## config.mk

```make
export PLATFORM = sky130hd
export DESIGN_NAME = map_latch_gen
export DESIGN_NICKNAME = d
export VERILOG_FILES = /design/src/rtl/map_latch_gen.sv
export SDC_FILE = /design/constraint.sdc
export NUM_CORES = 1
export LEC_CHECK = 0
export CORE_AREA = 2 2 63 65
export CTS_CLUSTER_SIZE = 28
export DETAILED_ROUTE_END_ITERATION = 8
export DIE_AREA = 0 0 65 67
export PLACE_DENSITY = 0.88
export SETUP_SLACK_MARGIN = 0.5
export SKIP_LAST_GASP = 1
export SLEW_MARGIN = 10
export SYNTH_ARGS = -nofsm -noshare
export SYNTH_HDL_FRONTEND = slang
export SYNTH_SLANG_ARGS = --single-unit
```

## constraint.sdc

```tcl
create_clock -name m2 -period 2.6 [get_ports m2]
set_input_delay 0.52 -clock m2 [delete_from_list [all_inputs] [get_ports m2]]
set_output_delay 0.52 -clock m2 [all_outputs]
set_load 0.005 [all_outputs]
```

## src/rtl/map_latch_gen.sv

```systemverilog
// Discrete latch mapper: CPU-written PRG/CHR bank and mirroring latches, optional M2 IRQ down-counter.
// Build macro MAP_LATCH_IRQ_EN adds the counter (split layout only); all state changes on the m2 falling edge.
module map_latch_gen #(
    parameter int unsigned PRG_BITS  = 3,
    parameter int unsigned CHR_BITS  = 4,
    parameter logic [15:0] REG_MASK  = 16'hE100,
    parameter logic [15:0] REG_MATCH = 16'h4100,
    parameter int unsigned LAYOUT    = 0,
    parameter int unsigned MIR_CTL   = 0
) (
    input  logic                       m2,
    input  logic                       map_rst_n,
    input  logic [15:0]                cpu_addr,
    input  logic [7:0]                 cpu_data,
    input  logic                       cpu_rw,
    input  logic [13:0]                ppu_addr,
    input  logic                       ppu_oe_n,
    input  logic                       ppu_we_n,
    input  logic                       cfg_mir_v,
    input  logic                       cfg_chr_ram,
    input  logic [7:0]                 cfg_map_idx,
    input  logic                       sst_act,
    input  logic                       sst_we_reg,
    input  logic [7:0]                 sst_addr,
    input  logic [7:0]                 sst_dato,
    output logic [7:0]                 sst_di,
    output logic                       prg_ce,
    output logic                       prg_oe,
    output logic [15+PRG_BITS-1:0]     prg_addr,
    output logic                       chr_ce,
    output logic                       chr_oe,
    output logic                       chr_we,
    output logic [13+CHR_BITS-1:0]     chr_addr,
    output logic                       ciram_ce,
    output logic                       ciram_a10,
    output logic                       irq
);

    typedef enum logic [7:0] {
        SST_PRG    = 8'd0,
        SST_CHR    = 8'd1,
        SST_MIR    = 8'd2,
        SST_CNT_LO = 8'd3,
        SST_CNT_HI = 8'd4,
        SST_IRQ    = 8'd5,
        SST_MAP    = 8'd127
    } sst_idx_e;

    localparam bit SPLIT = (LAYOUT != 0);

    logic                w_wr;
    logic                w_mir_sel;
    logic [PRG_BITS-1:0] r_prg;
    logic [CHR_BITS-1:0] r_chr;
    logic                r_mir;

    assign w_wr = !cpu_rw && ((cpu_addr & REG_MASK) == REG_MATCH);

    always_ff @(negedge m2) begin
        if (sst_act) begin
            if (sst_we_reg) begin
                case (sst_addr)
                    SST_PRG: r_prg <= PRG_BITS'(sst_dato);
                    SST_CHR: r_chr <= CHR_BITS'(sst_dato);
                    SST_MIR: r_mir <= sst_dato[0];
                    default: ;
                endcase
            end
        end else if (!map_rst_n) begin
            r_prg <= '0;
            r_chr <= '0;
            r_mir <= 1'b0;
        end else if (w_wr) begin
            if (!SPLIT) begin
                r_prg <= PRG_BITS'(cpu_data[5:3]);
                r_chr <= CHR_BITS'({cpu_data[6], cpu_data[2:0]});
                r_mir <= cpu_data[7];
            end else if (cpu_addr[1:0] == 2'b00) begin
                r_prg <= PRG_BITS'(cpu_data);
                r_mir <= cpu_data[7];
            end else if (cpu_addr[1:0] == 2'b01) begin
                r_chr <= CHR_BITS'(cpu_data);
            end
        end
    end

`ifdef MAP_LATCH_IRQ_EN
    localparam bit HAS_IRQ = SPLIT;

    logic [15:0] r_cnt;
    logic        r_irq_en;
    logic        r_irq_pend;
    logic        w_cnt_wr;
    logic        w_cnt_zero;

    assign w_cnt_wr   = HAS_IRQ && w_wr && cpu_addr[1];
    assign w_cnt_zero = (r_cnt == 16'd0);

    // A counter write replaces that edge's tick; a low-byte write on the
    // expiring edge also disarms, so the IRQ it would have raised never fires.
    always_ff @(negedge m2) begin
        if (!HAS_IRQ) begin
            r_cnt      <= '0;
            r_irq_en   <= 1'b0;
            r_irq_pend <= 1'b0;
        end else if (sst_act) begin
            if (sst_we_reg) begin
                case (sst_addr)
                    SST_CNT_LO: r_cnt[7:0]  <= sst_dato;
                    SST_CNT_HI: r_cnt[15:8] <= sst_dato;
                    SST_IRQ: begin
                        r_irq_en   <= sst_dato[1];
                        r_irq_pend <= sst_dato[0];
                    end
                    default: ;
                endcase
            end
        end else if (!map_rst_n) begin
            r_cnt      <= '0;
            r_irq_en   <= 1'b0;
            r_irq_pend <= 1'b0;
        end else if (w_cnt_wr) begin
            if (!cpu_addr[0]) begin
                r_cnt[7:0] <= cpu_data;
                r_irq_pend <= 1'b0;
                if (r_irq_en && w_cnt_zero) r_irq_en <= 1'b0;
            end else begin
                r_cnt[15:8] <= cpu_data;
                r_irq_en    <= cpu_data[7];
            end
        end else if (r_irq_en) begin
            if (w_cnt_zero) begin
                r_irq_pend <= 1'b1;
                r_irq_en   <= 1'b0;
            end else begin
                r_cnt <= r_cnt - 16'd1;
            end
        end
    end

    assign irq = r_irq_pend;
`else
    assign irq = 1'b0;
`endif

    always_comb begin
        sst_di = 8'hFF;
        case (sst_addr)
            SST_PRG: sst_di = 8'(r_prg);
            SST_CHR: sst_di = 8'(r_chr);
            SST_MIR: sst_di = {7'b0, r_mir};
`ifdef MAP_LATCH_IRQ_EN
            SST_CNT_LO: if (HAS_IRQ) sst_di = r_cnt[7:0];
            SST_CNT_HI: if (HAS_IRQ) sst_di = r_cnt[15:8];
            SST_IRQ:    if (HAS_IRQ) sst_di = {6'b0, r_irq_en, r_irq_pend};
`endif
            SST_MAP: sst_di = cfg_map_idx;
            default: sst_di = 8'hFF;
        endcase
    end

    assign w_mir_sel = (MIR_CTL != 0) ? r_mir : cfg_mir_v;

    assign prg_ce    = cpu_addr[15];
    assign prg_oe    = cpu_rw;
    assign prg_addr  = {r_prg, cpu_addr[14:0]};
    assign chr_ce    = !ppu_addr[13];
    assign chr_oe    = !ppu_oe_n;
    assign chr_we    = cfg_chr_ram && !ppu_we_n && !ppu_addr[13];
    assign chr_addr  = {r_chr, ppu_addr[12:0]};
    assign ciram_ce  = !ppu_addr[13];
    assign ciram_a10 = w_mir_sel ? ppu_addr[10] : ppu_addr[11];

endmodule

```

# Word-level counts from Yosys, hierarchy flattened

Cells that the tools add are included.

Equal/unequal tests: 9
Multiplexer cells: 17
Reductions and logical operators: 11

Operator list:

| cell                                                   | count |
|---|---|
| case mux 8 bit (4 select lines)                        | 1 |
| two-way mux 4 bit                                      | 5 |
| two-way mux 3 bit                                      | 5 |
| AND reduction 3 bit                                    | 3 |
| equality test 8 x 1 -> 1 bit (second input constant)   | 1 |
| equality test 8 x 2 -> 1 bit (second input constant)   | 1 |
| equality test 8 x 7 -> 1 bit (second input constant)   | 1 |
| zero test 8 bit                                        | 1 |
| inequality test 2 x 1 -> 1 bit (second input constant) | 4 |
| two-way mux 1 bit                                      | 6 |
| equality test 4 x 3 -> 1 bit (second input constant)   | 1 |
| zero test 1 bit                                        | 4 |
| logical AND 1 bit                                      | 3 |
| inequality test 3 x 1 -> 1 bit (second input constant) | 1 |

Logic and storage cells: 40
Flip-flop bits (word level): 8

# Longest topological paths before layout

Gate-level depths: netlist (run 1).

Depth after elaboration: 5
Mapped depth: 5

==> results of run 1 <==
-- flip-flops by register name, indices dropped and copies added, names as in the netlist --
name and count:
r_mir 1, r_chr 4, r_prg 3
-- routing by layer --
metal	GRT usage	vias up	wire (µm)
met2	0.278	67	1670
li1	-	508	-
met4	0.106	0	121
met3	0.0304	11	297
met1	0.136	480	1060
met5	0	-	0
-- where the power goes --
part | switching [mW] | internal (mW) | total, mW
clock | 0.0837 | 0.118 | 0.202
combinational | 0.0641 | 0.144 | 0.208
sequential | 0.00710 | 0.158 | 0.165
total | 0.155 | 0.420 | 0.575
-- layout by cell type, fill, tap and decap left out, drive strengths merged, types with 2 or more instances in the layout --
cell           netlist  layout
buf                 33      59
clkdlybuf4s50        0      30
dlygate4sd2          0      16
inv                  5      12
nor2                11      11
a22o                 9       9
edfxtp               8       8
clkbuf               3       7
nor2b                3       3
a21oi                3       3
or2                  2       2
nor3b                2       2
a221o                2       2
o21ai                2       2
nand3b               2       2
dlymetal6s2s         0       2
clkdlybuf4s15        0       2
nor3                 2       2
-- cells by family (layout without fill, tap and decap cells) --
kind of cell    Yosys count  in the layout  share of synthesized area
simple gates             31             31                      0.215
other cells               1              1                    0.00418
mux                       2              2                     0.0237
buf+inv                  41            128                      0.307
compound gates           20             20                      0.183
flops                     8              8                      0.268
-- cell usage after synthesis --
master,instances
mux2_2,1
or2_2,1
nor3_1,1
edfxtp_1,8
o22ai_1,1
buf_2,1
o22a_1,1
o2bb2ai_1,1
o21ai_0,2
a22o_1,9
a21oi_1,2
buf_4,32
a21oi_2,1
nand4_1,1
conb_1,1
or4_4,1
nand4bb_1,1
nand4b_1,1
nor3b_1,2
or3_4,1
nor2b_1,3
nand2_1,1
nor2_1,11
a221o_1,2
mux2i_1,1
and4b_1,1
nand3b_1,2
and2_1,1
nor3_2,1
o211ai_2,1
inv_1,5
clkbuf_1,3
and3_1,1
or2_1,1
-- cell type report --
| type | count | area [µm²] |
|---|---|---|
| fill | 349 | 1740 |
| timing repair buffer | 113 | 1030 |
| multi-input combinational | 54 | 453 |
| sequential | 8 | 240 |
| tap | 48 | 60.1 |
| clock buffer | 3 | 41.3 |
| clock inverter | 8 | 30.0 |
| inverter | 4 | 15.0 |
-- stage by stage --
step | TNS [ns] | setup WS, ns | area [µm²] | utilization
floorplan | -5.91 | -0.812 | 916 | -
global route | -8.10 | -0.707 | 1870 | 0.518
global placement | -18.96 | -1.23 | 1610 | 0.447
finish | -7.43 | -0.661 | 1870 | 0.518
CTS | -7.84 | -0.690 | 1770 | 0.491
detailed placement | -19.82 | -1.28 | 1610 | 0.447
-- worst paths after layout --
path,start,to,slack [ns]
hold / removal,ppu_addr[9],chr_addr[9],1.04
setup / recovery,r_chr[2],sst_di[2],-0.66
-- timing repair --
action                     in CTS  in global routing
cloned                          1                  0
setup endpoints to repair      34                 32
gates resized for setup       109                 32
pin swaps                      22                 17
setup buffers                  10                  6
-- critical path, cell delays in order (launching register included) --
cell	delay (ns)
edfxtp_1	0.39
nor2b_1	0.14
a22o_1	0.17
a221o_1	0.30
buf_2	0.14
==> flow_summary.yaml, run 1 <==
status:
  status: "finished with violations"
  violations: "negative setup slack"
floorplan:
  fp.dieH_um: 67
  core_area_um2: 3610
  die-area_um2: 4360
  fp-row-count: 22
  die_w_um: 65
  start_util: 0.249
  io_pins: 122
global_route:
  grt_pass1_vias: 1179
  overflow: 0
  antenna_found_initial: 0
  grt_usage: 0.146
  grt_max_degree: 9
  grt_pass1_wl_mm: 4.80
synth:
  yosys_warnings: 0
  ys_top_cells_by_area: "buf_4 (27%), edfxtp_1 (27%), a22o_1 (8.8%)"
  yosysSeqAreaShare: 0.268
  syn_area_um2: 897
  synth.top_cell.area_share: 0.268
  synth_nets: 174
  syn_area_per_cell_um2: 8.71
  synth_top_cell_by_area: "buf_4"
  synth_cell_types: 34
  netlist_instances: 103
  ys_ff_latch: 8
detailed_routing:
  drt-pass1-iter-count: 4
  wire_per_inst_um: 13.3
  dr.first_iter.drc_count: 9
  wl_mm: 3.15
  drc_errors: 0
  vias_per_cell: 4.48
  via_count: 1066
  antenna_left: 0
clock_tree:
  tritoncts: "done"
  clockBufferDepth: 2
  clock-sinks: 8
  cts_made_buffers: 3
  cts-htree-levels: 1
  cts-root-buf: "clkbuf_8"
  clk_pin_slew_ns: 0.04
  hold_buffers: 0
pwr:
  ir_drop_v: 0.0000978
  power.density_nw_per_um2: 308
  p_leak_nw: 0.844
  finalPower_uw: 575
final_layout:
  antennaDiodeCount: 0
  fin_cells: 238
  area_growth_pct: 108
  layout-drive-gt1-share: 0.458
  finalNetCount: 263
sta:
  hold_viol: 0
  final.setup.worst_slack_ns: -0.661
  maxSlewViolCount: 0
  fin_hold_ws_ns: 1.04
  rsz0062_at_grt: "yes"
  setup_viol: 19
setup_path:
  critical_path_arrival_ns: 2.74
  crit_fanout: 2
  required_ns: 2.08
  cp-end-kind: "primary output"
  start_kind: "register"
  critical_path_class: "reg -> out"
placed_design:
  gp_congestion: 0.778
  dp_cells: 211
  port_buffers: 70
  place_hpwl_mm: 2.29
hold_path:
  hold_class: "in -> out"
  whs_path_depth: 0
job:
  maxCapViolCount: 0
Note: power is estimated with default switching activity, not from simulation.
==> run 2: changes to the inputs <==
--- a/config.mk
+++ b/config.mk
@@ -6,10 +6,11 @@
 export NUM_CORES = 1
 export LEC_CHECK = 0
 export CORE_AREA = 2 2 63 65
+export CTS_CLUSTER_DIAMETER = 60
 export CTS_CLUSTER_SIZE = 28
 export DETAILED_ROUTE_END_ITERATION = 8
 export DIE_AREA = 0 0 65 67
-export PLACE_DENSITY = 0.88
+export PLACE_DENSITY = 0.83
 export SETUP_SLACK_MARGIN = 0.5
 export SKIP_LAST_GASP = 1
 export SLEW_MARGIN = 10
==> flow_summary.yaml, run 2 (same netlist as run 1, synthesis figures left out) <==
status:
  status: "finished with violations"
  violations: "negative setup slack"
job:
  maxCapViolCount: 0
placed_design:
  gp_congestion: 0.843
  place_area_um2: 1610
  dp_cells: 211
  place_hpwl_mm: 2.22
  port_buffers: 70
floorplan:
  start_util: 0.249
  fp-row-count: 22
  io_pins: 122
  core_area_um2: 3610
  die-area_um2: 4360
  fp.dieH_um: 67
  die_w_um: 65
pwr:
  pwr-share-comb: 0.361
  p_seq_frac: 0.292
  switching_share: 0.256
  p_clk_frac: 0.347
  p_sw_uw: 143
  internal_power_uw: 416
  finalPower_uw: 559
  power.density_nw_per_um2: 304
  ir_drop_v: 0.000159
  p_leak_nw: 0.832
setup_path:
  cpMostUsedCell: "buf_6"
  cpMaxStageDelayCell: "or4_4"
  crit_fanout: 4
  start_kind: "input port"
  cpPeakStageDelay_ns: 0.54
  required_ns: 1.30
  path_cells: "buf_6 -> or4_4 -> buf_6 -> buf_6 -> buf_6 -> nor2_4 -> nand3b_1 -> a21oi_2 -> buf_4"
  critical_path_arrival_ns: 1.97
  cp-end-kind: "register"
  critical_path_class: "in -> reg"
sta:
  final.setup.worst_slack_ns: -0.667
  setup_viol: 23
  rsz0062_at_grt: "yes"
  setup_tns_ns: -9.24
  maxSlewViolCount: 0
  fin_hold_ws_ns: 1.04
  hold_viol: 0
clock_tree:
  tritoncts: "done"
  cts-htree-levels: 1
  cts_made_buffers: 3
  cts-root-buf: "clkbuf_8"
  clk_pin_slew_ns: 0.03
  hold_buffers: 0
  clockBufferDepth: 2
  clock-sinks: 8
global_route:
  grt_pass1_wl_mm: 4.58
  antenna_found_initial: 0
  overflow: 0
  use_met3: 0.0304
  grt_usage: 0.137
  grt_use_met1: 0.135
  grt_pass1_vias: 1092
  grt_max_degree: 12
  gr-usage-met2: 0.258
  top_usage_layer: "met2"
hold_path:
  hold_class: "in -> out"
detailed_routing:
  via_count: 1027
  dr.first_iter.drc_count: 28
  wl_mm: 2.86
  wire_per_inst_um: 12.0
  drt-pass1-iter-count: 4
  vias_per_cell: 4.32
  drc_errors: 0
  antenna_left: 0
final_layout:
  largest_reg_flops: 4
  layout_common_cells: "clkdlybuf4s50_1 (32), buf_4 (31), buf_6 (18)"
  finalNetCount: 263
  final_common_cell: "clkdlybuf4s50_1"
  layout-drive-gt1-share: 0.405
  reg_top3: "r_chr x4, r_prg x3, r_mir x1"
  area_growth_pct: 105
  final_area_um2: 1840
  fin_cells: 238
  antennaDiodeCount: 0
  top_register: "r_chr"
-- run 2: changes by cell type in the layout (fill, tap and decap cells not counted), moves of 2 or more --
cell             delta
nor2_1              +5
dlymetal6s2s_1      -2
clkdlybuf4s15_1     +2
clkdlybuf4s50_1     +2
nor2_2              -4
buf_6               -5
buf_4               +2
-- run 2: worst paths after layout --
| path | startpoint | to | slack [ns] | depth (start not counted) |
|---|---|---|---|---|
| min | cpu_addr[11] | prg_addr[11] | 1.04 | 0 |
| max | sst_addr[6] | r_chr[2] | -0.67 | 9 |
-- run 2: power by group through the flow --
stage	Combinational [mW]	Clock, mW	Sequential, mW
after floorplan	0.0776	0.0210	0.165
after global placement	0.177	0.0210	0.166
after detailed placement	0.179	0.0210	0.166
after CTS	0.186	0.202	0.164
after global routing	0.218	0.230	0.164
final	0.202	0.194	0.163
-- run 2: worst max-delay path, delay by kind of cell --
family | cells | cell delay [ns]
compound gates | 1 | 0.12
simple gates | 3 | 0.75
buf+inv | 5 | 0.57
-- run 2: cell type report --
class                      count  area, µm²
tap                           48       60.1
fill                         363       1760
multi-input combinational     54        429
clock buffer                   3       41.3
timing repair buffer         113       1030
clock inverter                 8       30.0
inverter                       4       15.0
sequential                     8        240
-- run 2: per-layer routing --
metal | part of all wire | vias up
li1 | - | 508
met1 | 0.38 | 443
met2 | 0.50 | 65
met3 | 0.095 | 11
met4 | 0.028 | 0
met5 | 0 | -
-- run 2: metrics by stage --
step / worst slack, ns / utilization
floorplan: -0.812 / -
global placement: -1.23 / 0.447
detailed placement: -1.26 / 0.447
CTS: -0.688 / 0.488
global route: -0.698 / 0.511
finish: -0.667 / 0.511
-- run 2: what timing repair did --
action | CTS | global route
gates cloned | 0 | 1
setup buffers | 12 | 4
setup endpoints to repair | 34 | 32
gates resized for setup | 101 | 22
pin swaps | 21 | 15
==> run 3: changes to the inputs <==
--- a/config.mk
+++ b/config.mk
@@ -12,7 +12,6 @@
 export DIE_AREA = 0 0 65 67
 export PLACE_DENSITY = 0.83
 export SETUP_SLACK_MARGIN = 0.5
-export SKIP_LAST_GASP = 1
 export SLEW_MARGIN = 10
 export SYNTH_ARGS = -nofsm -noshare
 export SYNTH_HDL_FRONTEND = slang
==> flow_summary.yaml, run 3 (same netlist as run 1, synthesis figures left out) <==
setup_path:
  cpMostUsedCell: "buf_6"
  start_kind: "input port"
  required_ns: 1.30
  path_cells: "buf_6 -> or4_4 -> buf_6 -> buf_6 -> buf_6 -> nor2_4 -> nand3b_1 -> a21oi_2 -> buf_4"
  cp-end-kind: "register"
  crit_fanout: 4
  critical_path_class: "in -> reg"
  critical_path_arrival_ns: 1.97
  cpPeakStageDelay_ns: 0.54
  cpMaxStageDelayCell: "or4_4"
global_route:
  grt_max_degree: 12
  antenna_found_initial: 0
  overflow: 0
  grt_usage: 0.137
  grt_pass1_wl_mm: 4.58
  grt_pass1_vias: 1092
pwr:
  ir_drop_v: 0.000159
  finalPower_uw: 558
  p_leak_nw: 0.829
  power.density_nw_per_um2: 305
detailed_routing:
  vias_per_cell: 4.32
  drt-pass1-iter-count: 3
  dr.first_iter.drc_count: 29
  via_count: 1028
  wl_mm: 2.86
  wire_per_inst_um: 12.0
  antenna_left: 0
  drc_errors: 0
final_layout:
  layout_common_cells: "clkdlybuf4s50_1 (32), buf_4 (31), buf_6 (18)"
  final_util: 0.508
  antennaDiodeCount: 0
  multi_input_area_um2: 429
  layout-drive-gt1-share: 0.416
  top_register: "r_chr"
  reg_top3: "r_chr x4, r_prg x3, r_mir x1"
  final_common_cell: "clkdlybuf4s50_1"
  final_area_um2: 1830
  finalNetCount: 263
  area_growth_pct: 104
  largest_reg_flops: 4
  fillerInstances: 364
  regArea_um2: 240
placed_design:
  place_hpwl_mm: 2.22
  port_buffers: 70
  gp_congestion: 0.843
  place_area_um2: 1610
sta:
  rsz0062_at_grt: "yes"
  fin_hold_ws_ns: 1.04
  hold_viol: 0
  setup_viol: 23
  maxSlewViolCount: 0
  final.setup.worst_slack_ns: -0.667
clock_tree:
  tritoncts: "done"
  cts-htree-levels: 1
  clockBufferDepth: 2
  cts-root-buf: "clkbuf_8"
  clock-sinks: 8
  cts_made_buffers: 3
  clk_pin_slew_ns: 0.03
hold_path:
  hold_class: "in -> out"
status:
  violations: "negative setup slack"
  status: "finished with violations"
job:
  maxCapViolCount: 0
floorplan:
  die-area_um2: 4360
  fp.dieH_um: 67
  core_area_um2: 3610
  start_util: 0.249
  io_pins: 122
  fp-row-count: 22
  die_w_um: 65
run 3: cell type report:
type,instances,share of cell area
Timing Repair Buffer,113,0.555
Inverter,4,0.00820
Tap cell,48,0.0328
Sequential cell,8,0.131
Clock inverter,8,0.0164
Multi-Input combinational cell,54,0.234
Clock buffer,3,0.0225
run 3: worst paths after layout:
kind	startpoint	endpoint	slack (ns)	cells past startpoint
max	sst_addr[6]	r_chr[2]	-0.67	9
min	cpu_addr[11]	prg_addr[11]	1.04	0
run 3: timing repair:
item / in CTS / in global routing
gates cloned: 0 / 1
pin swaps: 21 / 15
setup buffers: 12 / 4
hold buffers: 0 / 0
setup endpoints to repair: 34 / 32
resized for setup: 103 / 23
run 3: layer usage:
layer / vias to the layer above / part of all wire / track usage
li1: 508 / - / -
met1: 446 / 0.38 / 0.135
met2: 63 / 0.50 / 0.258
met3: 11 / 0.093 / 0.0304
met4: 0 / 0.028 / 0.0878
met5: - / 0 / 0
run 3: critical path: cells and delay by family:
family | cells | cell delay (ns)
AND/OR/NAND/NOR | 3 | 0.75
AO/OA/AOI/OAI | 1 | 0.12
buffers and inverters | 5 | 0.57
run 3: per-stage QoR:
step / instances / TNS (ns) / worst slack (ns)
after global placement: 211 / -17.97 / -1.23
after CTS: 233 / -8.81 / -0.688
final: 238 / -9.08 / -0.667
after floorplan: 103 / -5.91 / -0.812
after global routing: 238 / -10.05 / -0.698
after detailed placement: 211 / -18.38 / -1.26
run 3: report_power, final:
part / internal [mW] / switching [mW] / leakage [nW]
sequential: 0.158 / 0.00593 / 0.0718
combinational: 0.140 / 0.0612 / 0.693
clock: 0.117 / 0.0764 / 0.0642
total: 0.415 / 0.144 / 0.829
